## src/rtl/burst_error_channel.sv

```systemverilog
// burst_error_channel: registered noisy-channel model placed between a
// convolutional encoder and a Viterbi decoder. Each valid W-bit symbol is
// passed through with one cycle of latency. While enabled, BURST_LEN
// consecutive valid symbols in every PERIOD are XORed with ERR_MASK, starting
// at phase OFFSET. Counts of symbols and flipped bits stop growing once
// sym_ct reaches MAX_SYMS.
// Optional feature: define CHAN_LFSR_EN to add pseudo-random single-symbol
// errors in the gap between bursts. A symbol is corrupted when LFSR[7:0] < THRESH.
module burst_error_channel #(
  parameter int             W         = 2,
  parameter int             PERIOD    = 8,
  parameter int             OFFSET    = 1,
  parameter int             BURST_LEN = 3,
  parameter logic [W-1:0]   ERR_MASK  = W'(2'b10),
  parameter int             CT_W      = 16,
  parameter int             MAX_SYMS  = 256,
  parameter logic [7:0]     THRESH    = 8'd16
) (
  input  logic            clk,
  input  logic            rst,
  input  logic            enable,
  input  logic            clear_i,
  input  logic            valid_i,
  input  logic [W-1:0]    d_i,
  output logic            valid_o,
  output logic [W-1:0]    d_o,
  output logic [W-1:0]    err_o,
  output logic            burst_o,
  output logic [CT_W-1:0] sym_ct,
  output logic [CT_W-1:0] bad_bit_ct
);

  // Number of ones in the mask, i.e. bits flipped per corrupted symbol.
  function automatic int popcount(input logic [W-1:0] v);
    int n;
    n = 0;
    for (int i = 0; i < W; i++) n += int'(v[i]);
    return n;
  endfunction

  localparam int P_W = (PERIOD > 1) ? $clog2(PERIOD) : 1;
  localparam int L_W = (BURST_LEN > 1) ? $clog2(BURST_LEN) : 1;

  localparam logic [P_W-1:0]  OFFSET_P    = P_W'(OFFSET);
  localparam logic [P_W-1:0]  PERIOD_LAST = P_W'(PERIOD - 1);
  localparam logic [L_W-1:0]  LEFT_RELOAD = L_W'((BURST_LEN > 0) ? BURST_LEN - 1 : 0);
  localparam logic            BURST_EN    = (BURST_LEN > 0);
  localparam logic [CT_W-1:0] MASK_BITS   = CT_W'(popcount(ERR_MASK));
  localparam logic [CT_W:0]   MAX_EXT     = (CT_W+1)'(MAX_SYMS);

  typedef enum logic [1:0] {
    IDLE,
    GAP,
    BURST
  } state_e;

  state_e          state_q, state_d;
  logic [P_W-1:0]  p_q, p_d;
  logic [L_W-1:0]  left_q, left_d;
  logic            valid_q;
  logic [W-1:0]    d_q, d_d;
  logic [W-1:0]    err_q, err_d;
  logic [CT_W-1:0] sym_ct_q, sym_ct_d;
  logic [CT_W-1:0] bad_ct_q, bad_ct_d;

  logic            corrupt;
  logic            at_offset;
  logic            rand_hit;
  logic            below_max;
  logic [CT_W:0]   sym_sum;
  logic [CT_W:0]   bad_sum;

  assign at_offset = (p_q == OFFSET_P);

`ifdef CHAN_LFSR_EN
  logic [15:0] lfsr_q, lfsr_d;

  // Fibonacci LFSR (taps 16,14,13,11) stepping once per valid symbol.
  always_comb begin
    lfsr_d = lfsr_q;
    if (valid_i) lfsr_d = {lfsr_q[14:0], lfsr_q[15] ^ lfsr_q[13] ^ lfsr_q[12] ^ lfsr_q[10]};
  end

  // LFSR state register, reseeded on reset.
  always_ff @(posedge clk) begin
    if (rst) lfsr_q <= 16'hACE1;
    else     lfsr_q <= lfsr_d;
  end

  assign rand_hit = (lfsr_q[7:0] < THRESH);
`else
  logic unused_thresh;
  assign unused_thresh = ^THRESH;
  assign rand_hit      = 1'b0;
`endif

  // Burst FSM: phase tracking, burst length countdown and the corrupt decision.
  always_comb begin
    // NOTE: every signal written here gets a default first, so no path leaves
    // one unassigned and no latch is inferred.
    state_d = state_q;
    p_d     = p_q;
    left_d  = left_q;
    corrupt = 1'b0;
    if (!enable) begin
      // Dropping enable aborts any burst. The current symbol stays clean,
      // and the phase is re-armed for the next enable.
      state_d = IDLE;
      p_d     = '0;
      left_d  = '0;
    end else if (valid_i) begin
      p_d = (p_q == PERIOD_LAST) ? '0 : p_q + 1'b1;
      unique case (state_q)
        // IDLE with enable behaves as GAP at phase 0 (p_q is held at 0 in IDLE).
        IDLE, GAP: begin
          state_d = GAP;
          if (at_offset && BURST_EN) begin
            corrupt = 1'b1;
            left_d  = LEFT_RELOAD;
            if (LEFT_RELOAD != '0) state_d = BURST;
          end else if (rand_hit) begin
            corrupt = 1'b1;
          end
        end
        BURST: begin
          corrupt = 1'b1;
          // Hitting the burst phase again restarts the count, so
          // BURST_LEN >= PERIOD gives continuous corruption.
          left_d  = at_offset ? LEFT_RELOAD : left_q - 1'b1;
          state_d = (left_d == '0) ? GAP : BURST;
        end
        default: state_d = IDLE;
      endcase
    end
  end

  // Data path: apply the mask on valid symbols and hold the outputs otherwise.
  always_comb begin
    err_d = err_q;
    d_d   = d_q;
    if (valid_i) begin
      err_d = corrupt ? ERR_MASK : '0;
      d_d   = d_i ^ err_d;
    end
  end

  // Statistics: counters saturate, freeze at MAX_SYMS, and clear takes priority.
  always_comb begin
    below_max = ({1'b0, sym_ct_q} < MAX_EXT);
    sym_sum   = {1'b0, sym_ct_q} + 1'b1;
    bad_sum   = {1'b0, bad_ct_q} + (corrupt ? {1'b0, MASK_BITS} : '0);
    sym_ct_d  = sym_ct_q;
    bad_ct_d  = bad_ct_q;
    if (clear_i) begin
      sym_ct_d = '0;
      bad_ct_d = '0;
    end else if (valid_i && below_max) begin
      sym_ct_d = sym_sum[CT_W] ? '1 : sym_sum[CT_W-1:0];
      bad_ct_d = bad_sum[CT_W] ? '1 : bad_sum[CT_W-1:0];
    end
  end

  // State and output registers. Reset drops any in-flight symbol.
  always_ff @(posedge clk) begin
    // NOTE: clocked state uses non-blocking assignments, so every flop samples
    // the pre-edge values regardless of statement order.
    if (rst) begin
      state_q  <= IDLE;
      p_q      <= '0;
      left_q   <= '0;
      valid_q  <= 1'b0;
      d_q      <= '0;
      err_q    <= '0;
      sym_ct_q <= '0;
      bad_ct_q <= '0;
    end else begin
      state_q  <= state_d;
      p_q      <= p_d;
      left_q   <= left_d;
      valid_q  <= valid_i;
      d_q      <= d_d;
      err_q    <= err_d;
      sym_ct_q <= sym_ct_d;
      bad_ct_q <= bad_ct_d;
    end
  end

  assign valid_o    = valid_q;
  assign d_o        = d_q;
  assign err_o      = err_q;
  assign burst_o    = (state_q == BURST);
  assign sym_ct     = sym_ct_q;
  assign bad_bit_ct = bad_ct_q;

endmodule

```

## config.mk

```make
export PLATFORM = sky130hd
export DESIGN_NAME = burst_error_channel
export DESIGN_NICKNAME = d
export VERILOG_FILES = /design/src/rtl/burst_error_channel.sv
export SDC_FILE = /design/constraint.sdc
export NUM_CORES = 1
export LEC_CHECK = 0
export CAP_MARGIN = 20
export CORE_MARGIN = 10
export CORE_UTILIZATION = 50
export DETAILED_ROUTE_END_ITERATION = 8
export PLACE_DENSITY = 0.86
export SETUP_SLACK_MARGIN = 0.2
export SYNTH_ARGS = -nofsm -noshare
export SYNTH_HDL_FRONTEND = slang
export SYNTH_SLANG_ARGS = --single-unit
export TNS_END_PERCENT = 30
```

## constraint.sdc

```tcl
create_clock -name clk -period 2.76 [get_ports clk]
set_clock_uncertainty 0.1 [all_clocks]
set_input_delay 0.552 -clock clk [delete_from_list [all_inputs] [get_ports clk]]
set_output_delay 0.552 -clock clk [all_outputs]
set_load 0.01 [all_outputs]
```

==> flow_summary.toml <==
[outcome]
status = "completed"

[sta]
hold_viol = 0
fin_crit_sh_pct = 85.7
tns_ns = 0
worstMarginPinSlew_ns = 0.539
hold-worst-slack_ns = 0.391
setup_viol = 0
max_slew_margin_pct = 63.9
slew_viol_final = 0
rsz0062_at_grt = "no"
period_needed_ns = 2.37
fmax_mhz = 423

[power]
ir_drop_v = 0.000328
leakagePower_nw = 0.963
p_seq_share_pct = 52.8
pwr-share-clk_pct = 41.0
intPower_w = 0.000933
p_sw_w = 0.000264
p_sw_share_pct = 22.1
powerDensity_mw_per_mm2 = 448
combinationalPowerShare_pct = 6.2

[floorplan]
core_mm2 = 0.00377
die_y_um = 83.2
ios = 45
die_width_um = 83.2
initial_core_util_pct = 53.0
die_area_mm2 = 0.00692
rows = 22

[place]
placed_area_mm2 = 0.00253
gp_congestion = 0.899
place_hpwl_um = 3740
portBuffers = 43

[cells_and_area]
fillers = 271
synthToLayoutAreaGrowth_pct = 33.9
antennaDiodeCount = 0
fin_area_mm2 = 0.00267
nets = 285
drive_above_1_share_pct = 11.4

[synthesis]
synth_mux_area_share_pct = 3.01
synth_simple_gate_area_share_pct = 28.4
synth_area_mm2 = 0.00200
synth_compound_area_share_pct = 13.7
synth_warnings = 0
ys_ff_latch = 43
synth_cell_type_count = 41
yosys.area_share.xor_xnor_pct = 3.95
synth_nets = 232
syn_avg_cell_area_um2 = 9.12
synth_top_family_by_area = "simple AND/OR/NAND/NOR gates"
netlist_instances = 219
synthAdderAreaFrac_pct = 3.76
yosysSeqAreaShare_pct = 43.1

[worst_setup_path]
crit_path_frequent_cell = "inv_1"
slowest_delay_ns = 0.48
critPathSlowestCell = "or4_1"
r2r_setup_slack_ns = 0.39
cp.arrival_ns = 2.51
r2r-end = "bad_bit_ct[8]"
r2r_cells = 10
crit_path_end_kind = "register"
r2r_start = "p_q[1]"
critPathLaunchType = "register"
cp.required_ns = 2.90
path_cells = "inv_1 > ha_1 > nor3b_4 > o211ai_1 > inv_1 > ha_2 > and3_2 > nand2_2 > or4_1 > a21oi_1"
crit_family = "simple AND/OR/NAND/NOR gates"
cp_max_fo = 6
path_buf_inv = 2
worstSetupPathType = "reg2reg"

[routing]
via_per_inst = 5.78
drtIter0Drc = 72
drc = 0
wire_per_inst_um = 16.1
wirelength_um = 5160
antenna_left = 0
drt_pre_antenna_iters = 4
num_vias = 1856

[grt]
grtUsageTotal_pct = 14.0
first_global_vias = 1800
use_met2_pct = 22.1
grt-ovfl-total = 0
grt_busiest_layer = "met2"
gr-usage-met3_pct = 5.86
grt_antenna_before_repair = 0
grt_start_max_net_pins = 22
grt_pass1_wl_um = 8360
grtUsageMet1_pct = 15.9

[clock_tree]
clkTransAtPathRegs_ns = 0.08
htree_levels = 2
cts_buffer_depth = 2
cts_tree = "done"
cts_sinks = 43
cts_hold_buf = 0
clk_latency_ns = 0.30
numCtsBuffers = 5
root_buffer = "clkbuf_8"

[worst_hold_path]
hold_start = "sym_ct[10]"
hold_class = "reg2reg"
min_to = "sym_ct[10]"
whs_path_depth = 1

[flow_run]
max_cap_viol_count = 0
-- stage by stage --
step / std cells / setup WS, ns / utilization [%] / total power (W)
6_report: 321 / 0.395 / 70.9 / 0.00120
2_1_floorplan: 219 / 0.506 / - / 0.000685
5_1_grt: 321 / 0.214 / 70.9 / 0.00124
3_5_place_dp: 312 / 0.0316 / 67.2 / 0.000719
3_3_place_gp: 312 / 0.136 / 67.2 / 0.000716
4_1_cts: 320 / 0.268 / 70.1 / 0.00120
-- final cells by class --
type                            count  area [um^2]  area share, %
Multi-Input combinational cell    158         1070           40.2
Sequential cell                    43          862           32.2
Timing Repair Buffer               57          538           20.1
Clock buffer                        5         68.8           2.57
Tap cell                           48         60.1           2.25
Clock inverter                      3         43.8           1.64
Inverter                            7         26.3          0.983
-- cell usage after synthesis (all sizes together) --
cell type,n,area [um^2]
a211oi,5,37.5
a21oi,12,60.1
a22o,1,8.76
a22oi,1,7.51
a31oi,6,37.5
a32o,1,10.0
a41oi,2,17.5
and2,12,75.1
and3,4,25.0
and4,3,26.3
buf,5,30.0
clkbuf,6,22.5
conb,1,3.75
dfxtp,43,861
ha,6,75.1
inv,7,26.3
mux2i,6,60.1
nand2,8,30.0
nand2b,3,18.8
nand3,9,45.0
nand4,11,90.1
nor2,16,60.1
nor2b,3,18.8
nor3,7,35.0
nor3b,2,15.0
nor4,5,31.3
nor4b,2,32.5
o211ai,2,15.0
o21a,2,15.0
o21ai,5,25.0
o31ai,4,30.0
o41ai,1,8.76
or2,1,6.26
or3,2,12.5
or4,6,45.0
xnor2,1,8.76
xor2,8,70.1
-- cells in the final DEF (no fill, tap or decap), types with 3 or more instances in the layout --
cell,netlist,routed
o21ai_0,5,5
o31ai_1,4,4
and4_1,3,3
xor2_1,8,8
and3_1,4,3
mux2i_1,6,6
a21oi_1,12,12
buf_4,2,14
a211oi_1,5,5
nor2_1,16,16
inv_1,7,7
nand3_1,9,9
nand2_1,8,7
a31oi_1,6,6
nor2b_1,3,3
nor3_1,7,7
nor4_1,5,5
ha_1,6,5
or4_1,6,6
dfxtp_1,43,42
and2_1,12,12
clkdlybuf4s50_1,0,42
nand4_1,9,9
clkbuf_8,0,5
nand2b_1,3,3
-- power groups by stage --
| stage | logic (W) | registers, W | clock network, W |
|---|---|---|---|
| after floorplan | 0.0000376 | 0.000648 | 0 |
| after global placement | 0.0000698 | 0.000647 | 0 |
| after global routing | 0.0000807 | 0.000634 | 0.000523 |
| after CTS | 0.0000722 | 0.000632 | 0.000498 |
| final | 0.0000739 | 0.000633 | 0.000491 |
| after detailed placement | 0.0000720 | 0.000647 | 0 |
-- worst reg2reg max path, stage by stage (launching register included) --
cell and delay, ns:
dfxtp_1 0.34, inv_1 0.06, ha_1 0.18, nor3b_4 0.20
o211ai_1 0.14, inv_1 0.11, ha_2 0.20, and3_2 0.24
nand2_2 0.10, or4_1 0.48, a21oi_1 0.16
-- sequential cells by signal (all words and copies together), names as in the netlist --
| signal | cells |
|---|---|
| err_o | 1 |
| state_q | 2 |
| valid_o | 1 |
| d_o | 2 |
| left_q | 2 |
| bad_bit_ct | 16 |
| sym_ct | 16 |
| p_q | 3 |
-- timing repair --
| item | in CTS | in global routing |
|---|---|---|
| endpoints found under the hold margin | 0 | 0 |
| resized for setup | 0 | 7 |
| buffers inserted | 0 | 1 |
| endpoints found under the setup margin | 0 | 14 |
-- kinds of logic (layout without fill, tap and decap cells) --
kind of cell,count (synthesis),after routing
fa+ha+maj,6,6
other cells,1,1
xor+xnor,9,9
simple gates,94,94
buf+inv,18,72
compound gates,42,42
flops,43,43
mux,6,6
-- routing by layer --
layer	wire length [um]	vias to the layer above
met1	2170	883
met5	0	-
met2	2490	58
met4	70	0
met3	424	7
li1	-	908
-- how the worst max path moves through the flow --
stage,to,cells past startpoint,start,slack [ns]
2_1_floorplan,bad_bit_ct[8],8,state_q[1],0.51
5_1_grt,bad_bit_ct[12],11,p_q[1],0.21
3_5_place_dp,bad_bit_ct[8],8,valid_i,0.03
4_1_cts,bad_bit_ct[8],9,p_q[0],0.27
6_report,bad_bit_ct[8],10,p_q[1],0.39
3_3_place_gp,bad_bit_ct[8],8,valid_i,0.14
(Power assumes the default switching activity.)
